$ cat src/rtl/pcs_10g_link_seq.sv
// ---------------------------------------------------------------------------
// pcs_10g_link_seq
//
// Bring-up and recovery sequencer for a 10GBASE-R PCS and its GTH transceiver.
// It orders the GTH TX and RX resets, releases the PCS datapath reset, waits
// for block lock, supervises lock loss and hi_ber while the link is up, and
// re-runs the RX recovery path with a bounded number of retries before
// parking in FAULT. Pure control: there is no datapath.
//
// Ports
//   clk              in   644 MHz clock, single domain
//   rst_n            in   asynchronous active-low reset
//   enable           in   0 parks the sequencer in IDLE with all resets asserted
//   restart          in   1-cycle pulse, full re-sequence from GT_TX_RST
//   gth_tx_rst_done  in   GTH TX reset complete (synchronous to clk)
//   gth_rx_rst_done  in   GTH RX reset complete (synchronous to clk)
//   block_lock       in   PCS block sync lock
//   hi_ber           in   PCS high bit-error-rate flag
//   gth_tx_reset     out  GTH TX reset request, active-high
//   gth_rx_reset     out  GTH RX reset request, active-high
//   pcs_rst_n        out  PCS datapath reset, active-low
//   tx_force_idle    out  1 replaces MAC TX with XGMII idle
//   link_ready       out  1 only in LINK_UP
//   fault            out  1 only in FAULT
//   seq_state [3:0]  out  encoded sequencer state
//   retry_cnt [3:0]  out  RX retries since the last LINK_UP or restart
//   relink_cnt[15:0] out  LINK_UP -> recovery events (saturating)
//
// Build option
//   LINK_SEQ_STATS_EN  defined: relink_cnt is a live saturating counter.
//                      undefined: relink_cnt is tied to zero.
// ---------------------------------------------------------------------------
module pcs_10g_link_seq #(
   parameter int GT_RST_CYC  = 16,
   parameter int PCS_RST_CYC = 8,
   parameter int LOCK_TMO    = 65536,
   parameter int LOSS_FILT   = 1024,
   parameter int MAX_RETRY   = 7
) (
   input  logic        clk,
   input  logic        rst_n,
   input  logic        enable,
   input  logic        restart,
   input  logic        gth_tx_rst_done,
   input  logic        gth_rx_rst_done,
   input  logic        block_lock,
   input  logic        hi_ber,
   output logic        gth_tx_reset,
   output logic        gth_rx_reset,
   output logic        pcs_rst_n,
   output logic        tx_force_idle,
   output logic        link_ready,
   output logic        fault,
   output logic [3:0]  seq_state,
   output logic [3:0]  retry_cnt,
   output logic [15:0] relink_cnt
);

   typedef enum logic [3:0] {
      IDLE      = 4'd0,
      GT_TX_RST = 4'd1,
      WAIT_TX   = 4'd2,
      GT_RX_RST = 4'd3,
      WAIT_RX   = 4'd4,
      PCS_RST   = 4'd5,
      WAIT_LOCK = 4'd6,
      LINK_UP   = 4'd7,
      FAULT     = 4'd8
   } state_t;

   // Control outputs, grouped so they can be decoded from a state in one place.
   typedef struct packed {
      logic tx_rst;
      logic rx_rst;
      logic pcs_rst_n;
      logic force_idle;
      logic ready;
      logic fault;
   } ctl_t;

   localparam ctl_t CTL_RST = '{tx_rst: 1'b1, rx_rst: 1'b1, pcs_rst_n: 1'b0,
                                force_idle: 1'b1, ready: 1'b0, fault: 1'b0};

   // One shared timer serves the hold counts, the lock/RX timeout and the
   // loss filter; it is sized for the largest of them.
   localparam int MAX_AB  = (GT_RST_CYC > PCS_RST_CYC) ? GT_RST_CYC : PCS_RST_CYC;
   localparam int MAX_CD  = (LOCK_TMO > LOSS_FILT) ? LOCK_TMO : LOSS_FILT;
   localparam int TMR_MAX = (MAX_AB > MAX_CD) ? MAX_AB : MAX_CD;
   localparam int TMR_W   = (TMR_MAX > 1) ? $clog2(TMR_MAX) : 1;

   localparam logic [TMR_W-1:0] GT_RST_LAST  = TMR_W'(GT_RST_CYC - 1);
   localparam logic [TMR_W-1:0] PCS_RST_LAST = TMR_W'(PCS_RST_CYC - 1);
   localparam logic [TMR_W-1:0] LOCK_LAST    = TMR_W'(LOCK_TMO - 1);
   localparam logic [TMR_W-1:0] LOSS_LAST    = TMR_W'(LOSS_FILT - 1);
   localparam logic [3:0]       RETRY_MAX    = 4'(MAX_RETRY);

   state_t           state;
   state_t           state_nxt;
   logic [TMR_W-1:0] tmr;
   logic [TMR_W-1:0] tmr_nxt;
   logic [3:0]       retry_nxt;
   logic             enter;
   logic             do_retry;
   ctl_t             ctl_nxt;
`ifdef LINK_SEQ_STATS_EN
   logic             relink_inc;
`endif

   // Output levels for each state. Anything not listed keeps the IDLE levels
   // (all resets asserted, TX forced idle).
   function automatic ctl_t decode(input state_t s);
      ctl_t c;
      c = CTL_RST;
      case (s)
         WAIT_TX:   c.tx_rst = 1'b0;
         GT_RX_RST: c.tx_rst = 1'b0;
         WAIT_RX, PCS_RST: begin
            c.tx_rst = 1'b0;
            c.rx_rst = 1'b0;
         end
         WAIT_LOCK: begin
            c.tx_rst    = 1'b0;
            c.rx_rst    = 1'b0;
            c.pcs_rst_n = 1'b1;
         end
         LINK_UP: begin
            c.tx_rst     = 1'b0;
            c.rx_rst     = 1'b0;
            c.pcs_rst_n  = 1'b1;
            c.force_idle = 1'b0;
            c.ready      = 1'b1;
         end
         FAULT:   c.fault = 1'b1;
         default: ;
      endcase
      return c;
   endfunction

   // Next-state logic. Priority: enable low, then restart, then the normal
   // per-state transitions.
   always_comb begin
      // NOTE: every signal driven here gets a default first, so no path through
      // the case statement can leave one unassigned and infer a latch.
      state_nxt = state;
      tmr_nxt   = tmr;
      retry_nxt = retry_cnt;
      enter     = 1'b0;
      do_retry  = 1'b0;
`ifdef LINK_SEQ_STATS_EN
      relink_inc = 1'b0;
`endif
      if (!enable) begin
         // Retry and relink counts hold while parked.
         if (state != IDLE) begin
            state_nxt = IDLE;
            enter     = 1'b1;
         end
      end else if (restart) begin
         state_nxt = GT_TX_RST;
         enter     = 1'b1;
         retry_nxt = '0;
      end else begin
         case (state)
            IDLE: begin
               state_nxt = GT_TX_RST;
               enter     = 1'b1;
            end
            GT_TX_RST: begin
               if (tmr == GT_RST_LAST) begin
                  state_nxt = WAIT_TX;
                  enter     = 1'b1;
               end else begin
                  tmr_nxt = tmr + 1'b1;
               end
            end
            WAIT_TX: begin
               // TX reset_done always arrives on the GTH, so no timeout here.
               if (gth_tx_rst_done) begin
                  state_nxt = GT_RX_RST;
                  enter     = 1'b1;
               end
            end
            GT_RX_RST: begin
               if (tmr == GT_RST_LAST) begin
                  state_nxt = WAIT_RX;
                  enter     = 1'b1;
               end else begin
                  tmr_nxt = tmr + 1'b1;
               end
            end
            WAIT_RX: begin
               if (gth_rx_rst_done) begin
                  state_nxt = PCS_RST;
                  enter     = 1'b1;
               end else if (tmr == LOCK_LAST) begin
                  do_retry = 1'b1;
               end else begin
                  tmr_nxt = tmr + 1'b1;
               end
            end
            PCS_RST: begin
               if (tmr == PCS_RST_LAST) begin
                  state_nxt = WAIT_LOCK;
                  enter     = 1'b1;
               end else begin
                  tmr_nxt = tmr + 1'b1;
               end
            end
            WAIT_LOCK: begin
               if (block_lock && !hi_ber) begin
                  state_nxt = LINK_UP;
                  enter     = 1'b1;
                  retry_nxt = '0;
               end else if (tmr == LOCK_LAST) begin
                  do_retry = 1'b1;
               end else begin
                  tmr_nxt = tmr + 1'b1;
               end
            end
            LINK_UP: begin
               // Loss filter: only an unbroken run of bad cycles drops the link;
               // any good cycle restarts the count.
               if (!block_lock || hi_ber) begin
                  if (tmr == LOSS_LAST) begin
                     state_nxt = GT_RX_RST;
                     enter     = 1'b1;
                     retry_nxt = '0;
`ifdef LINK_SEQ_STATS_EN
                     relink_inc = 1'b1;
`endif
                  end else begin
                     tmr_nxt = tmr + 1'b1;
                  end
               end else begin
                  tmr_nxt = '0;
               end
            end
            FAULT: ;  // leaves only via restart or enable low
            default: begin
               state_nxt = IDLE;
               enter     = 1'b1;
            end
         endcase

         // Recovery re-runs only the RX side; the TX side stays up.
         if (do_retry) begin
            enter = 1'b1;
            if (retry_cnt == RETRY_MAX) begin
               state_nxt = FAULT;
            end else begin
               state_nxt = GT_RX_RST;
               retry_nxt = retry_cnt + 1'b1;
            end
         end
      end

      if (enter) tmr_nxt = '0;
   end

   // Outputs are registered from the next state so they change on the same
   // edge as seq_state.
   assign ctl_nxt   = decode(state_nxt);
   assign seq_state = state;

   always_ff @(posedge clk or negedge rst_n) begin
      // NOTE: sequential state uses non-blocking assignments so every register
      // samples the pre-edge values regardless of statement order.
      if (!rst_n) begin
         state     <= IDLE;
         tmr       <= '0;
         retry_cnt <= '0;
         {gth_tx_reset, gth_rx_reset, pcs_rst_n,
          tx_force_idle, link_ready, fault} <= CTL_RST;
      end else begin
         state     <= state_nxt;
         tmr       <= tmr_nxt;
         retry_cnt <= retry_nxt;
         {gth_tx_reset, gth_rx_reset, pcs_rst_n,
          tx_force_idle, link_ready, fault} <= ctl_nxt;
      end
   end

`ifdef LINK_SEQ_STATS_EN
   always_ff @(posedge clk or negedge rst_n) begin
      if (!rst_n) begin
         relink_cnt <= '0;
      end else if (relink_inc && (relink_cnt != 16'hFFFF)) begin
         relink_cnt <= relink_cnt + 1'b1;
      end
   end
`else
   assign relink_cnt = 16'h0000;
`endif

endmodule
$ cat config.mk
export PLATFORM = sky130hd
export DESIGN_NAME = pcs_10g_link_seq
export DESIGN_NICKNAME = d
export VERILOG_FILES = /design/src/rtl/pcs_10g_link_seq.sv
export SDC_FILE = /design/constraint.sdc
export NUM_CORES = 1
export LEC_CHECK = 0
export BUFFER_PORTS_ARGS = -buffer_cell sky130_fd_sc_hd__buf_2
export CELL_PAD_IN_SITES_DETAIL_PLACEMENT = 1
export CELL_PAD_IN_SITES_GLOBAL_PLACEMENT = 1
export CORE_MARGIN = 2
export CORE_UTILIZATION = 34
export DETAILED_ROUTE_END_ITERATION = 10
export HOLD_SLACK_MARGIN = 0.03
export PLACE_DENSITY = 0.7
export SLEW_MARGIN = 20
export SYNTH_ARGS = -nofsm -noshare
export SYNTH_HDL_FRONTEND = slang
export SYNTH_SLANG_ARGS = --single-unit
export TNS_END_PERCENT = 5
$ cat constraint.sdc
create_clock -name clk -period 3.8 [get_ports clk]
set_input_delay 0.76 -clock clk [delete_from_list [all_inputs] [get_ports clk]]
set_output_delay 0.76 -clock clk [all_outputs]
set_load 0.005 [all_outputs]
Yosys cells after proc, flatten, opt, wreduce, memory -nomap -nowiden --
Index checks and enable logic that the tools add are counted.
Storage, ports and cells: register bits 30, bits of input ports 8, output and inout bits 30, logic and storage cells 105
Operators by class: $add $sub $neg 2, equal/unequal tests 26, multiplexer cells 55, reduce and logical (&&, ||, !) cells 13
Operators by type and width (number):
- 16-bit 2-to-1 mux | 10
- 16-bit case mux with 5 select lines | 1
- 4-bit 2-to-1 mux | 19
- 4-bit by 3-bit == test with 1-bit output, second input constant | 9
- 4-bit case mux with 9 select lines | 1
- 1-bit 2-to-1 mux | 20
- 16-bit by 1-bit adder with 16-bit output, second input constant | 1
- 16-bit by 10-bit == test with 1-bit output, second input constant | 1
- 16-bit == test, second input constant | 1
- 16-bit by 3-bit == test with 1-bit output, second input constant | 1
- 16-bit by 4-bit == test with 1-bit output, second input constant | 1
- 4-bit by 2-bit == test with 1-bit output, second input constant | 4
- 3-bit inequality test, second input constant | 4
- 4-bit == test, second input constant | 2
- 4-bit case mux with 2 select lines | 1
- 8-bit AND reduction | 1
- 1-bit case mux with 7 select lines | 1
- 6-bit nonzero test | 1
- 6-bit OR reduction | 1
- 4-bit by 1-bit adder with 4-bit output, second input constant | 1
- 4-bit by 1-bit == test with 1-bit output, second input constant | 1
- 4-bit logical NOT | 1
- 4-bit inequality test, second input constant | 1
- 4-bit nonzero test | 1
- other kinds (9) | 11

Logic depth before layout (Yosys ltp) --
word-level depth 12, mapped depth 8, mapped depth without buffers 7

Worst setup path before layout --
No wires, ideal clock.
path kind input-to-reg, start in gth_rx_rst_done, end reg tmr[15], library setup time 78 ps, arrival 1982 ps, data required time 3722 ps, setup slack 1741 ps, stages 6, path buffers 0, path through nand2b_1 > a21oi_1 > nor3_2 > nand3_1 > or4_1 > a21oi_1
Between the ends: longest elaborated chain between the ends 9, elaborated cells between the ends (all ways) 19, classes of those cells eq/ne (6); mux (10); reduce/logical (3)
RTL lines:
- start, declared | line 45 | input logic gth_rx_rst_done,
- 1-bit 2-to-1 mux | line 192 | if (gth_rx_rst_done) begin
- 1-bit case mux with 2 select lines | line 163 | case (state)
- 1-bit 2-to-1 mux | line 158 | end else if (restart) begin
- 1-bit 2-to-1 mux | line 152 | if (!enable) begin
- 1-bit 2-to-1 mux | line 246 | if (do_retry) begin
- 1-bit 2-to-1 mux | line 158
- 1-bit 2-to-1 mux | line 152
- 4-bit inequality test (no line) (tied with other cells)
- 8-bit AND reduction (no line)
- end signal, assigned | line 276 | tmr <= tmr_nxt;
- end, declared | line 99 | logic [TMR_W-1:0] tmr;
Parallel ways exist; a longest one is shown, timed or not. The select of a mux whose other input is x is not followed. A chain may end at the register's enable or synchronous reset.

Worst setup path in the final report --
start reg tmr[0], end reg tmr[5]
Between the ends: longest elaborated chain between the ends 11, elaborated cells between the ends (all ways) 39, classes of those cells add/sub (1); eq/ne (10); mux (25); reduce/logical (3)
RTL lines (line):
- 16-bit == test | 195, 214
- 1-bit 2-to-1 mux | 195, 214
- 1-bit 2-to-1 mux, on equally long branches | 210, 192
- 1-bit case mux with 2 select lines | 163
- 1-bit 2-to-1 mux | 158
- 1-bit 2-to-1 mux | 152
- 1-bit 2-to-1 mux | 246
- 1-bit 2-to-1 mux | 158
- 1-bit 2-to-1 mux | 152
- 4-bit inequality test (no line) (tied with other cells)
- 8-bit AND reduction (no line)
Parallel ways exist; a longest one is shown, timed or not. The select of a mux whose other input is x is not followed.

==> Implementation_results.wiki <==
{| class="wikitable"
! Metric !! Value
|-
| Arrival time of data at the critical path endpoint || 2820 ps
|-
| Setup slack of the critical path after layout || 1120 ps
|-
| Routed length per instance || 16.1 um
|-
| DIE AREA || 0.00656 mm^2
|-
| Worst Path Max Fanout || 16
|-
| Number of enable-type register cells in the synthesized netlist || 0
|-
| Dominant synthesized flop cell || sky130_fd_sc_hd__dfrtp_1
|-
| Routed length on met3 || 241 um
|-
| Register area share after synthesis || 37.4%
|-
| Placed cell count || 328
|-
| Clk slew on worst S/H paths || 70 ps
|-
| Worst path required time || 3950 ps
|-
| Async set-or-reset flop fraction in the synthesized netlist || 100%
|-
| Leakage component of the power || 0.000890 uW
|-
| Total met2 wirelength after detailed routing || 2.53 mm
|-
| Max frequency || 0.374 GHz
|-
| CTS root buffer || sky130_fd_sc_hd__clkbuf_8
|-
| PnR Total Power || 663 uW
|-
| Shortest period the worst path allows || 2680 ps
|-
| Layout cell share with drive strength beyond 1 || 15.3%
|-
| Drt total wl || 5.42 mm
|-
| Number of synthesis warnings || 0
|-
| Number of antenna violations at the first check in global routing || 0
|-
| Start-to-end type of the worst setup path || reg -> reg
|-
| Num CTS Buffers || 5
|-
| Syn Area/Cell || 8.29 um^2
|-
| Total of endpoints with negative setup slack in the final report || 0
|-
| Most common cell in the netlist || sky130_fd_sc_hd__dfrtp_1
|-
| Top area cells in the synthesized netlist || sky130_fd_sc_hd__dfrtp_1, sky130_fd_sc_hd__buf_4, sky130_fd_sc_hd__a21oi_1
|-
| Syn Inst Count || 243
|-
| Largest net degree at the start of global routing || 31
|-
| CTS tree || built
|-
| Multi-input gate area || 0.00112 mm^2
|-
| Congestion Overflow GR || 0
|-
| Ratio of routed vias to standard cells || 5.62
|-
| Biggest area consumer among synthesized cells || sky130_fd_sc_hd__dfrtp_1
|-
| Detailed-placement wirelength estimate || 3.91 mm
|-
| Total routing resource utilization after global routing || 18.2%
|-
| Area growth, synth to finish || 9.25%
|-
| Wire length of the first global-routing pass || 9.15 mm
|-
| Number of H-tree levels || 2
|-
| Max cap viols || 0
|-
| Remaining max-slew budget at the tightest pin || 48.3%
|-
| Port Buffer Count || 21
|-
| Initial DRC Count || 92
|-
| #FFs+latches synth || 30
|-
| Number of distinct library cell variants in the gate-level netlist after synthesis || 53
|-
| Met1 wire length || 2.56 mm
|-
| Nature of the critical path startpoint || flop
|-
| Via count of the first global-routing pass || 1822
|-
| Buffers inserted by post-CTS timing repair || 0
|-
| Count of cells resized by post-cts repair || 0
|-
| Antenna Nets Post-Route || 0
|-
| Die Span X || 81.0 um
|-
| Highest routed layer || met4
|-
| Setup repair after global routing missed its margin || no
|-
| Footprint of the flip-flops and latches || 754 um^2
|-
| Final GP Congestion || 0.811
|-
| Pre-CTS setup slack || 1060 ps
|-
| Max-slew violations || 0
|-
| Most frequent cells after synthesis || sky130_fd_sc_hd__dfrtp_1, sky130_fd_sc_hd__nor2_1, sky130_fd_sc_hd__a21oi_1, sky130_fd_sc_hd__nand3_1, sky130_fd_sc_hd__buf_4
|-
| Worst supply voltage drop on vdd || 0.157 mV
|-
| Post-route insts no fill || 336
|-
| Max Clock Skew || 5.88 ps
|-
| Critical Path End Type || flop
|-
| Final worst-path cycle share || 70.4%
|-
| Vias || 1888
|-
| Number of nets in the finished design || 270
|-
| Number of antenna repair diodes || 0
|-
| Result of the run || completed
|-
| Number of sinks handled by clock tree synthesis || 30
|-
| Die height || 81.0 um
|-
| Hold buffer count at cts || 0
|-
| Rows || 28
|-
| Portion of synthesized cell area occupied by the leading cell type || 33.5%
|-
| Drc violations || 0
|-
| Netlist Area Pre-Place || 0.00202 mm^2
|-
| Area of the placeable core || 0.00582 mm^2
|-
| Initial Utilization || 34.7%
|-
| Transition time at the pin with the least slew margin || 775 ps
|-
| Clock buffer depth || 2
|-
| Clk Latency, worst-skew pair || 290 ps
|-
| Fillers || 717
|-
| Total Negative Setup Slacks || 0 ps
|-
| Power density relative to cell area || 301 mW/mm^2
|-
| Drt pass-1 iters || 4
|-
| Final Hold Violating Endpoints || 0
|-
| I/O pin count || 38
|-
| Worst min-delay path class || in -> async
|}
==> state kept, by name, indices dropped and copies added (netlist names) <==
| signal | flops |
|---|---|
| seq_state | 4 |
| tx_force_idle | 1 |
| pcs_rst_n | 1 |
| tmr | 16 |
| link_ready | 1 |
| retry_cnt | 4 |
| gth_rx_reset | 1 |
| fault | 1 |
| gth_tx_reset | 1 |
==> power by group <==
part | switching (uW) | leakage, uW | internal, uW
combinational | 38.6 | 0.000436 | 18.1
sequential | 8.16 | 0.000405 | 325
clock | 127 | 0.0000482 | 146
==> cell usage in the layout, fill, tap and decap left out, types with 3 or more instances in the layout <==
cell                       instances
sky130_fd_sc_hd__and3_1            4
sky130_fd_sc_hd__nor4_1            3
sky130_fd_sc_hd__buf_2            21
sky130_fd_sc_hd__o21ai_0          11
sky130_fd_sc_hd__inv_1             7
sky130_fd_sc_hd__nand3_1          18
sky130_fd_sc_hd__a32oi_1           4
sky130_fd_sc_hd__or3_1             3
sky130_fd_sc_hd__nor3_1            8
sky130_fd_sc_hd__nand2b_1          5
sky130_fd_sc_hd__conb_1           16
sky130_fd_sc_hd__nor2_1           22
sky130_fd_sc_hd__a31oi_1           5
sky130_fd_sc_hd__nand2_1          15
sky130_fd_sc_hd__nor2b_1           4
sky130_fd_sc_hd__and2_1            4
sky130_fd_sc_hd__nand4_1           6
sky130_fd_sc_hd__or4_1             6
sky130_fd_sc_hd__dfstp_2           3
sky130_fd_sc_hd__o211ai_1          3
sky130_fd_sc_hd__clkbuf_8          6
sky130_fd_sc_hd__or2_2             3
sky130_fd_sc_hd__a21oi_1          21
sky130_fd_sc_hd__dfrtp_1          27
==> per-layer routing <==
metal,vias to the layer above,GRT usage (%)
li1,898,-
met1,942,24.1
met2,41,29.3
met3,7,3.56
met4,0,6.78
met5,-,0
==> worst max-delay path, cell delays in order (launching register included) <==
cell and delay (ps):
sky130_fd_sc_hd__dfrtp_1 390, sky130_fd_sc_hd__ha_1 270, sky130_fd_sc_hd__nor4bb_1 460, sky130_fd_sc_hd__and4_1 350, sky130_fd_sc_hd__nand3_1 140, sky130_fd_sc_hd__nor4bb_1 190
sky130_fd_sc_hd__a21oi_2 620, sky130_fd_sc_hd__nor2_1 120
==> metrics by stage <==
stage | hold slack [ps] | utilization, % | cell area [um^2]
floorplan | 464 | - | 2070
global placement | 546 | 36.3 | 2110
detailed placement | 555 | 36.3 | 2110
CTS | 538 | 37.9 | 2200
global route | 582 | 37.9 | 2200
finish | 513 | 37.9 | 2200
==> cell type report <==
cell class              count  share of cell area (%)
inverters                   7                    1.19
clock buffers               7                    3.92
flip-flops and latches     30                    34.3
repair buffers             22                    5.11
multi-input cells         194                    51.0
well taps                  75                    4.26
clock inverters             1                   0.227
==> logic make-up (layout without fill, tap and decap cells) <==
group	count (synthesis)	after routing	synth area share (%)
muxes	1	1	0.497
buffers and inverters	34	37	9.62
other	1	16	0.186
DFF	30	30	37.4
AOI/OAI and AO/OA	61	61	19.1
adders and majority gates	2	2	1.24
and+or+nand+nor	114	114	31.9
==> worst paths after layout <==
check / start / end / slack (ps) / cells after the start
max in group asynchronous: rst_n / tmr[11] / 2840 / 1
worst max register to register: tmr[0] / tmr[5] / 1120 / 7
worst max-delay path: tmr[0] / tmr[5] / 1120 / 7
min in group clk: tmr[1] / tmr[1] / 560 / 2
worst min register to register: tmr[1] / tmr[1] / 560 / 2
worst min-delay path: rst_n / seq_state[3] / 510 / 1
Power figures use the tool's default switching activity.
